--- src/rtl/fsm_pkg.sv ---
// Shared encodings for the serial pattern/run detector: FSM states and mode selects.
`timescale 1ns/1ps
package fsm_pkg;

  typedef enum logic {
    S_FILL  = 1'b0,
    S_ARMED = 1'b1
  } state_e;

  localparam logic MODE_PATTERN = 1'b0;
  localparam logic MODE_RUN     = 1'b1;

endpackage

--- src/rtl/sat_counter.sv ---
// Saturating up-counter with a clear that takes precedence over increment.
`timescale 1ns/1ps
module sat_counter #(
  parameter int WIDTH = 8
) (
  input  logic             clock,
  input  logic             reset,
  input  logic             inc_i,
  input  logic             clr_i,
  output logic [WIDTH-1:0] count_o
);

  logic [WIDTH-1:0] count_q;
  logic [WIDTH-1:0] count_d;

  // Clear wins over increment; increment stops at all-ones instead of wrapping.
  always_comb begin
    count_d = count_q;
    if (clr_i) begin
      count_d = '0;
    end else if (inc_i && (count_q != '1)) begin
      count_d = count_q + 1'b1;
    end
  end

  always_ff @(posedge clock or posedge reset) begin
    if (reset) begin
      count_q <= '0;
    end else begin
      count_q <= count_d;
    end
  end

  assign count_o = count_q;

endmodule

--- src/rtl/fsm_pattern_detector.sv ---
// Serial detector: flags a programmable LENGTH-bit pattern or a run of LENGTH equal bits,
// with overlapping/non-overlapping detection and a saturating match counter.
`timescale 1ns/1ps
module fsm_pattern_detector
  import fsm_pkg::*;
#(
  parameter int                LENGTH          = 4,
  parameter int                COUNT_WIDTH     = 8,
  parameter logic [LENGTH-1:0] DEFAULT_PATTERN = LENGTH'(4'b1011)
) (
  input  logic                         clock,
  input  logic                         reset,
  input  logic                         w,
  input  logic                         enable,
  input  logic                         mode,
  input  logic                         overlap,
  input  logic                         load,
  input  logic [LENGTH-1:0]            pattern_in,
  input  logic                         clear,
  output logic                         z,
  output logic [COUNT_WIDTH-1:0]       match_count,
  output logic [$clog2(LENGTH+1)-1:0]  fill
);

  localparam int             FW   = $clog2(LENGTH + 1);
  localparam logic [FW-1:0]  FULL = FW'(LENGTH);

  logic [LENGTH-1:0] pattern_q, pattern_d;
  logic [LENGTH-1:0] history_q, history_d;
  logic [FW-1:0]     fill_q, fill_d;
  logic [FW-1:0]     fill_inc;
  logic              last_q, last_d;
  state_e            state_q;
  logic              z_q;
  logic              match;
  logic              arm_d;

  assign fill_inc = (fill_q == FULL) ? FULL : fill_q + 1'b1;

  // Next-state datapath; load discards w and wipes the history, enable=0 freezes everything.
  always_comb begin
    pattern_d = pattern_q;
    history_d = history_q;
    fill_d    = fill_q;
    last_d    = last_q;
    match     = 1'b0;
    if (load) begin
      pattern_d = pattern_in;
      history_d = '0;
      fill_d    = '0;
    end else if (enable) begin
      if (mode == MODE_RUN) begin
        if ((w == last_q) && (fill_q != '0)) begin
          fill_d = fill_inc;
        end else begin
          fill_d = FW'(1);
          last_d = w;
        end
        match = (fill_d == FULL);
      end else begin
        history_d = {history_q[LENGTH-2:0], w};
        fill_d    = fill_inc;
        match     = (fill_d == FULL) && (history_d == pattern_q);
      end
      if (match && !overlap) begin
        fill_d = '0;
      end
    end
  end

  assign arm_d = (mode == MODE_PATTERN) ? (fill_d == FULL) : (fill_d != '0);

  always_ff @(posedge clock or posedge reset) begin
    if (reset) begin
      pattern_q <= DEFAULT_PATTERN;
      history_q <= '0;
      fill_q    <= '0;
      last_q    <= 1'b0;
      state_q   <= S_FILL;
      z_q       <= 1'b0;
    end else begin
      pattern_q <= pattern_d;
      history_q <= history_d;
      fill_q    <= fill_d;
      last_q    <= last_d;
      z_q       <= match;
      if (load || enable) begin
        case (state_q)
          S_FILL:  if (arm_d)  state_q <= S_ARMED;
          S_ARMED: if (!arm_d) state_q <= S_FILL;
        endcase
      end
    end
  end

  sat_counter #(
    .WIDTH(COUNT_WIDTH)
  ) u_count (
    .clock  (clock),
    .reset  (reset),
    .inc_i  (match),
    .clr_i  (clear),
    .count_o(match_count)
  );

  assign z    = z_q;
  assign fill = fill_q;

endmodule

--- config.mk ---
export PLATFORM = sky130hd
export DESIGN_NAME = fsm_pattern_detector
export DESIGN_NICKNAME = d
export VERILOG_FILES = /design/src/rtl/fsm_pkg.sv /design/src/rtl/sat_counter.sv /design/src/rtl/fsm_pattern_detector.sv
export SDC_FILE = /design/constraint.sdc
export NUM_CORES = 1
export LEC_CHECK = 0
export BUFFER_PORTS_ARGS = -buffer_cell sky130_fd_sc_hd__buf_2
export CAP_MARGIN = 20
export CORE_MARGIN = 2
export CORE_UTILIZATION = 53
export DETAILED_ROUTE_END_ITERATION = 10
export PLACE_DENSITY_LB_ADDON = 0.3
export SYNTH_ARGS = -nofsm -noshare
export SYNTH_HDL_FRONTEND = slang
export SYNTH_SLANG_ARGS = --single-unit
--- constraint.sdc ---
create_clock -name clock -period 3.1 [get_ports clock]
set_input_delay 0.62 -clock clock [delete_from_list [all_inputs] [get_ports clock]]
set_output_delay 0.62 -clock clock [all_outputs]
set_load 0.01 [all_outputs]
* Word-level counts from Yosys, hierarchy flattened *
Index checks and enable logic that the tools add are counted.

word-level totals
  bits in registers = 20
  output and inout bits = 12
  word-level logic and storage cells = 46

cells by class
  add/sub/neg operators = 2
  equal/unequal tests = 7
  multiplexer cells = 19
  bitwise operators = 2
  reductions and logical operators = 10

operator list
  operator               number
  $mux W3                12
  $mux W8                2
  $eq A3 B3 Y1 const B   3
  $add A8 B1 Y8 const B  1
  $ne A8 B8 Y1 const B   1
  $mux W1                5
  $eq A4 B4 Y1           1
  $logic_and A1 B1 Y1    4
  $reduce_and A4 Y1      1
  $reduce_bool A2 Y1     2
  $add A3 B1 Y3 const B  1
  $reduce_bool A3 Y1     1
  $ne A2 B1 Y1 const B   1
  $not A1 Y1             2
  $reduce_and A2 Y1      1
  $eq A1 B1 Y1           1
  $logic_not A1 Y1       1

* Logic depth before layout (Yosys ltp) *
Gate-level depths: netlist of run 1.

  depth in word-level cells = 15
  gate-level depth with buffers = 8
  gate-level depth less buffers = 7

* Hierarchy *
A second synthesis of run 1 with hierarchy kept.

unflattened totals
  cells, all modules = 105
  area, all modules = 1128.6 um2

by module, submodules not included
  module                instances  cells an instance  area each (um2)  seq. area each (um2)
  fsm_pattern_detector  1          56                 624.3            304.0
  sat_counter           1          49                 504.2            200.2

* Worst setup path after synthesis of run 1 *
OpenSTA, ideal clock, no wires.

  kind = reg-to-reg
  start = register fill_q[0], in the netlist fill[0]
  end = register u_count.count_q[2], in the netlist u_count.count_o[2]
  library setup time = 0.125 ns
  arrival = 2.068 ns
  required time = 2.975 ns
  setup slack = 0.907 ns
  stages on the path, launching flop included = 9
  period minus slack after synthesis = 2.193 ns
  path through = dfrtp_1 > inv_1 > ha_1 > nand2_1 > a21boi_1 > or4_4 > buf_6 > nor3b_1 > mux2_2

on the way
  longest elaborated chain between the ends = 14

ends and longest elaborated chain
  what                                                   line                                                    text
  from (decl)                                            fsm_pattern_detector.sv:30                              logic [FW-1:0] fill_q, fill_d;
  from (signal assigned)                                 fsm_pattern_detector.sv:84                              fill_q <= fill_d;
  $add A3 B1 Y3 (tied with other cells)                  fsm_pattern_detector.sv:38                              assign fill_inc = (fill_q == FULL) ? FULL : fill_q + 1'b1;
  $mux W3 / $logic_and A1 B1 Y1 (equally long branches)  fsm_pattern_detector.sv:38, fsm_pattern_detector.sv:53
  $mux W3                                                fsm_pattern_detector.sv:53                              if ((w == last_q) && (fill_q != '0)) begin
  $mux W3                                                fsm_pattern_detector.sv:52                              if (mode == MODE_RUN) begin
  $mux W3                                                fsm_pattern_detector.sv:51                              end else if (enable) begin
  $mux W3                                                fsm_pattern_detector.sv:47                              if (load) begin
  $eq A3 B3 Y1                                           fsm_pattern_detector.sv:59                              match = (fill_d == FULL);
  $mux W1 *                                              fsm_pattern_detector.sv:52
  $mux W1 *                                              fsm_pattern_detector.sv:51
  $mux W1 *                                              fsm_pattern_detector.sv:47
  $mux W1 *                                              fsm_pattern_detector.sv:51
  $mux W1 *                                              fsm_pattern_detector.sv:47
  $logic_and A1 B1 Y1 *                                  sat_counter.sv:21                                       end else if (inc_i && (count_q != '1)) begin
  $reduce_bool A2 Y1 (no source line) *                  n/a
  to (signal assigned)                                   sat_counter.sv:30                                       count_q <= count_d;
  to (decl)                                              sat_counter.sv:13                                       logic [WIDTH-1:0] count_q;

Mark *: on every way between the ends. The rest lies on a longest branch, timed or not. The select of a mux whose other input is x is not followed.
A chain may end at the register's enable or synchronous reset.

* Final worst setup path of run 1 *
  start = register fill_q[0], in the netlist fill[0]
  end = register u_count.count_q[4], in the netlist u_count.count_o[4]

The elaborated chain is that of the path after synthesis.

==> results.md, run 1 <==
- Antenna diode count: 0
- Synth cell count leaders: dfrtp_1 (17), nor2_1 (9), a21oi_1 (8), nand2_1 (8), mux2_2 (6)
- Pwr per Cell Area: 385 mW/mm^2
- Post-CTS Hold Fix Bufs: 0
- Share of cells above drive strength 1: 0.288
- Ys flop type: dfrtp_1
- Total standard cell area after synthesis: 0.00115 mm^2
- Achievable Freq: 442 MHz
- Clock transition time at the flip-flop clock pins of the worst setup and hold paths: 0.11 ns
- Power Total: 0.505 mW
- Starting DRC count in detailed routing: 30
- Number of search-and-repair iterations in the first detailed-routing pass: 4
- Net switching fraction of the power: 0.254
- IO Count: 24
- Switching power: 0.128 mW
- Clock latency at the later pin of the worst-skew pair: 0.30 ns
- Master cell of the clock root buffer: clkbuf_4
- Via count: 980
- Outcome: finished clean
- Fin. Hold Viols: 0
- TritonCTS clock tree: built
- Reported leakage power: 0.618 nW
- Quantity of I/O buffers inserted on ports: 23
- Post-DR wirelength/cell: 13.3 um
- Clock Sink Count: 20
- Yosys top cell by area: dfrtp_1
- Filler cell count in the final layout: 163
- Antenna Nets Post-Route: 0
- Vias per Instance: 5.90
- WL final: 2210 um
- Vias in the first global route: 909
- Yosys cell types: 41
- Post-synthesis sequential element count: 20
- Avg Cell Area, Syn: 9.92 um^2
- Maximum VDD drop: 0.268 mV
- Transition time at the pin with the least slew margin: 0.763 ns
- Multi-input gate area: 606 um^2
- Internal power summed over all cells: 0.377 mW
- Routed met1 length: 973 um
- Maximum buffer depth of the clock tree: 2
- Portion of total power attributed to sequential cells: 0.559
- Placeable core region: 0.00200 mm^2
- Number of placement rows: 16
- Die X: 50.6 um
- Maximum fanout count along the critical path: 13
- Portion of synthesized cell area occupied by the leading cell type: 0.370
- RSZ-0062 raised after global routing: false
- Number of antenna violations at the first check in global routing: 0
- Worst max-slew margin expressed relative to the limit: 0.491
- Effective utilization at floorplan: 0.575
- Die Footprint: 0.00256 mm^2
- Worst setup EP type: flip-flop
- Vertical die dimension: 50.6 um
- Clock skew after layout: 0.00303 ns
- Number of instances in the synthesized netlist: 116
- Kind of start point of the critical path: flip-flop
- Routed length on met2: 1070 um
- Period utilisation layout: 0.730
- Hpwl dp: 1610 um
- Combinational group share of total power: 0.147
- Sequential share of the synthesized area: 0.438
- Endpoint arrival time on the critical path: 2.49 ns
- Number of buffers created by CTS: 3
- Number of warning messages in the yosys log: 0
- GPL Wtd Cong: 0.817
- Total count of max-transition violations in the final report: 0
- Highest layer used for signal routing: met4
- Count of endpoints failing setup in the final report: 0
- Worst endpoint required time: 3.33 ns
- Postcts setup bufs: 0
- Share of total power in the clock network: 0.295
- Setup Crit Path Kind: reg -> reg
- Count of unresolved DRC violations after routing: 0
- Net total in the final layout: 155
- Aggregate global-route resource usage: 0.194
- Post-synth ARST share: 1.00
- Post-layout util: 0.656
- Final critical-path required period: 2.26 ns
- Register area: 504 um^2
- GR Overflow Total: 0
- Met3 wire len: 142 um
- Post-cts gate resize count: 0
- Hold/Removal Path Class: in -> async
- Global-route wire length before repair: 3870 um
- Max capacitance violation total: 0
- Cell with the most instances after synthesis: dfrtp_1
- Final setup TNS: 0 ns
- Slack of the worst reg-to-reg path: 0.84 ns
- Layout overhead on the synthesized area: 14.1%
- Number of nets in the synthesized netlist: 131
- CTS H-tree depth: 1
- Largest net degree at the start of global routing: 21
- Synth top area cells: dfrtp_1 (37%), dfstp_2 (6.8%), mux2_2 (5.9%), xnor2_1 (3.8%), a21oi_1 (3.5%)
- Number of synthesized flops with an enable pin: 0
[flip-flops by register name, indices dropped and copies added (netlist names)]
signal and cells:
u_count.count_o 8, pattern_q 4, fill 3, history_q 3, last_q 1, z 1
[cell usage in the layout, fill, tap and decap left out, types with 2 or more instances in the layout]
cell type  instances
buf_2             23
dfrtp_1           17
nor2_1             9
nand2_1            8
a21oi_1            8
mux2_2             6
nand2b_1           5
xnor2_1            5
or4_1              5
inv_1              5
o31ai_1            4
mux2i_1            3
nand3_1            3
ha_1               3
clkbuf_4           3
dfstp_2            3
and4_1             2
o21ai_0            2
or3_1              2
nor4_1             2
[kinds of logic (layout without fill, tap and decap cells)]
group | count (synthesis) | in the layout | synth area share
simple gates | 48 | 48 | 0.240
mux | 9 | 9 | 0.0848
buf+inv | 9 | 32 | 0.0359
flops | 20 | 20 | 0.438
xor+xnor | 6 | 6 | 0.0457
compound gates | 21 | 21 | 0.123
fa+ha+maj | 3 | 3 | 0.0326
[layout make-up]
class | instances | area share
Clock buffer | 4 | 0.0276
Inverter | 5 | 0.0143
Multi-Input combinational cell | 87 | 0.461
Sequential cell | 20 | 0.384
Tap cell | 27 | 0.0257
Timing Repair Buffer | 23 | 0.0876
[power groups by stage]
stage / registers, mW / logic, mW / clock network, mW
2_1_floorplan: 0.286 / 0.0531 / 0
3_3_place_gp: 0.286 / 0.0718 / 0
3_5_place_dp: 0.287 / 0.0733 / 0
4_1_cts: 0.282 / 0.0742 / 0.153
5_1_grt: 0.284 / 0.0834 / 0.169
6_report: 0.282 / 0.0741 / 0.149
[routing by layer]
metal / track usage / vias up
met3: 0.0387 / 5
li1: - / 464
met2: 0.311 / 38
met4: 0.0631 / 0
met5: 0 / -
met1: 0.264 / 473
[path summary, 6_finish.rpt]
kind | start | end | cells after the start
worst max-delay path | fill[0]$_DFFE_PP0P_ | u_count.count_o[4]$_DFFE_PP0P_ | 7
worst min-delay path | reset | fill[1]$_DFFE_PP0P_ | 2
worst max register to register | fill[0]$_DFFE_PP0P_ | u_count.count_o[4]$_DFFE_PP0P_ | 7
worst min register to register | pattern_q[2]$_DFFE_PP0P_ | pattern_q[2]$_DFFE_PP0P_ | 1
max in group asynchronous | reset | fill[2]$_DFFE_PP0P_ | 2
min in group clock | pattern_q[2]$_DFFE_PP0P_ | pattern_q[2]$_DFFE_PP0P_ | 1
[per-stage QoR]
| step | std cells | setup WS [ns] | hold slack (ns) | instance area, um^2 |
|---|---|---|---|---|
| after global routing | 166 | 0.682 | 0.485 | 1310 |
| after CTS | 166 | 0.852 | 0.461 | 1310 |
| after detailed placement | 162 | 0.692 | 0.519 | 1280 |
| after floorplan | 116 | 0.907 | 0.501 | 1150 |
| final | 166 | 0.836 | 0.440 | 1310 |
| after global placement | 162 | 0.732 | 0.509 | 1280 |
[critical path, stage by stage, from the launching register on]
cell and delay [ns]:
dfrtp_1 0.42, inv_1 0.11, ha_1 0.21, nand2_1 0.08, a21boi_1 0.16, or4_4 0.57, or4_1 0.49, a21oi_1 0.16
Power figures use the tool's default switching activity.
==> run 2, diff against run 1 <==
--- a/config.mk
+++ b/config.mk
@@ -8,7 +8,7 @@
 export BUFFER_PORTS_ARGS = -buffer_cell sky130_fd_sc_hd__buf_2
 export CAP_MARGIN = 20
 export CORE_MARGIN = 2
-export CORE_UTILIZATION = 53
+export CORE_UTILIZATION = 48
 export DETAILED_ROUTE_END_ITERATION = 10
 export PLACE_DENSITY_LB_ADDON = 0.3
 export SYNTH_ARGS = -nofsm -noshare
==> constraint.sdc (replaced) <==
create_clock -name clock -period 1.9 [get_ports clock]
set_input_delay 0.38 -clock clock [delete_from_list [all_inputs] [get_ports clock]]
set_output_delay 0.38 -clock clock [all_outputs]
set_load 0.01 [all_outputs]
==> run 2 against run 1 <==
Compared with the run above: the flow now finishes with violations (setup timing); fmax rose by 6.1%; register-to-register slack got worse by 1.1 ns; critical path depth is 1 lower; non-clock buffer count up 29; flip-flop and latch count is the same; sequential share of layout area down 8.0 points; die area increased by 9.6%; largest power group unchanged.
==> results.md, run 2 (synthesized netlist as in run 1, its figures left out) <==
- Placed instance area: 0.00147 mm^2
- Total count of max-transition violations in the final report: 0
- Count of endpoints failing setup in the final report: 8
- Transition time at the pin with the least slew margin: 0.439 ns
- Sequence of cells on the critical path: ha_4, xor2_2, a21boi_4, or4_4, nor3b_4, mux2_4
- Number of antenna violations at the first check in global routing: 0
- Die Footprint: 0.00281 mm^2
- Via count: 1096
- Final critical-path required period: 2.13 ns
- Worst endpoint required time: 2.10 ns
- Worst path top cell family by delay: simple AND/OR/NAND/NOR gates
- Setup Crit Path Kind: reg -> reg
- Maximum VDD drop: 0.439 mV
- CTS H-tree depth: 1
- Aggregate global-route resource usage: 0.235
- Violations in the final reports: setup timing
- IO Count: 24
- Internal power summed over all cells: 0.655 mW
- Maximum buffer depth of the clock tree: 2
- Clock transition time at the flip-flop clock pins of the worst setup and hold paths: 0.12 ns
- Pre-CTS setup slack: -0.245 ns
- Post-DR wirelength/cell: 15.0 um
- Max capacitance violation total: 0
- Combinational group share of total power: 0.205
- Logic depth of the worst register-to-register path: 6
- Period utilisation layout: 1.12
- Kind of start point of the critical path: flip-flop
- Vias in the first global route: 1046
- Worst R2R Start: fill[1]$_DFFE_PP0P_
- WL final: 2960 um
- Delay of the slowest cell on the worst path: 0.55 ns
- Antenna Nets Post-Route: 0
- Filler cell count in the final layout: 176
- Antenna diode count: 0
- CP Buf/Inv Count: 0
- Maximum fanout count along the critical path: 6
- Number of standard cells in the final layout excluding fillers: 197
- Placeable core region: 0.00223 mm^2
- GPL Wtd Cong: 0.834
- Largest register FFs: 8
- Net switching fraction of the power: 0.276
- Share of cells above drive strength 1: 0.538
- Multi-input gate area: 734 um^2
- Worst setup EP type: flip-flop
- Count of placed standard cells including taps: 185
- Fin. Hold Viols: 0
- Number of buffers created by CTS: 3
- Count of unresolved DRC violations after routing: 0
- Outcome: finished with violations
- Achievable Freq: 468 MHz
- Post-route cell area: 0.00166 mm^2
- Clock skew after layout: 0.00153 ns
- Reported leakage power: 0.797 nW
- Global-route wire length before repair: 4740 um
- Switching power: 0.249 mW
- Layout overhead on the synthesized area: 44.3%
- GR Overflow Total: 0
- Effective utilization at floorplan: 0.515
- TritonCTS clock tree: built
- Master cell of the clock root buffer: clkbuf_4
- Clock latency at the later pin of the worst-skew pair: 0.31 ns
- Vertical die dimension: 53.0 um
- Die X: 53.0 um
- Largest net degree at the start of global routing: 21
- Share of total power in the clock network: 0.284
- RSZ-0062 raised after global routing: true
- Endpoint arrival time on the critical path: 2.34 ns
- Worst max-slew margin expressed relative to the limit: 0.704
- Critical path origin: fill[1]$_DFFE_PP0P_
- Clock Sink Count: 20
- Pwr per Cell Area: 544 mW/mm^2
- Portion of total power attributed to sequential cells: 0.511
- Number of placement rows: 17
- Hpwl dp: 2020 um
- Net total in the final layout: 185
- Register area: 504 um^2
- Worst-case setup margin in the final layout: -0.235 ns
- Highest-count cells in the layout ignoring fill and taps: buf_4 (29), buf_2 (23), dfrtp_1 (17)
- Starting DRC count in detailed routing: 29
- Number of search-and-repair iterations in the first detailed-routing pass: 4
- Hold/Removal Path Class: in -> async
- Vias per Instance: 5.56
- Quantity of I/O buffers inserted on ports: 23
- Worst reg2reg endpoint: u_count.count_o[2]$_DFFE_PP0P_
- Commonest non-fill, non-tap cell in the layout: buf_4
- Cell with the biggest individual delay on the critical path: or4_4
- Slack of the worst reg-to-reg path: -0.23 ns
[run 2: layout make-up]
cell class                      instances  share of cell area
Sequential cell                        20               0.303
Multi-Input combinational cell         88               0.442
Tap cell                               28              0.0211
Timing Repair Buffer                   52               0.200
Inverter                                5              0.0113
Clock buffer                            4              0.0218
[run 2: repair_timing]
action / CTS / global route
setup buffers: 5 / 2
hold buffers: 0 / 0
cloned: 1 / 0
pin swaps: 10 / 3
endpoints found under the setup margin: 8 / 9
resized for setup: 9 / 14
[run 2: worst max-delay path by stage]
stage / endpoint / slack [ns] / depth (start not counted)
3_5_place_dp: u_count.count_o[2]$_DFFE_PP0P_ / -0.24 / 7
5_1_grt: u_count.count_o[2]$_DFFE_PP0P_ / -0.28 / 6
2_1_floorplan: u_count.count_o[2]$_DFFE_PP0P_ / -0.18 / 8
3_3_place_gp: u_count.count_o[4]$_DFFE_PP0P_ / -0.11 / 7
6_report: u_count.count_o[2]$_DFFE_PP0P_ / -0.23 / 6
4_1_cts: u_count.count_o[2]$_DFFE_PP0P_ / -0.16 / 7
[run 2: per-stage QoR]
stage          hold WS, ns  utilization  total power [mW]  setup TNS (ns)
2_1_floorplan        0.342            -             0.559          -0.790
3_3_place_gp         0.416        0.657             0.618          -0.713
3_5_place_dp         0.422        0.657             0.629           -1.53
4_1_cts             0.0832        0.706             0.892          -0.888
5_1_grt             0.0909        0.744             0.942           -2.11
6_report            0.0755        0.744             0.904           -1.62
[run 2: layer usage]
layer,vias up,global-route usage,part of all wire
met3,4,0.0367,0.032
met4,0,0.0513,0.0084
li1,533,-,-
met5,-,0,0
met2,23,0.400,0.51
met1,536,0.314,0.45
[run 2: worst register-to-register path, stage by stage, from the launching register on]
cell and delay (ns):
dfrtp_1 0.46, ha_4 0.20, xor2_2 0.19, a21boi_4 0.10, or4_4 0.55, nor3b_4 0.22
mux2_4 0.32
[run 2: power by group through the flow]
stage	registers, mW	logic (mW)	clock network (mW)
after floorplan	0.467	0.0919	0
after global placement	0.467	0.151	0
after detailed placement	0.470	0.160	0
after CTS	0.461	0.174	0.257
after global routing	0.464	0.203	0.275
final	0.462	0.185	0.256
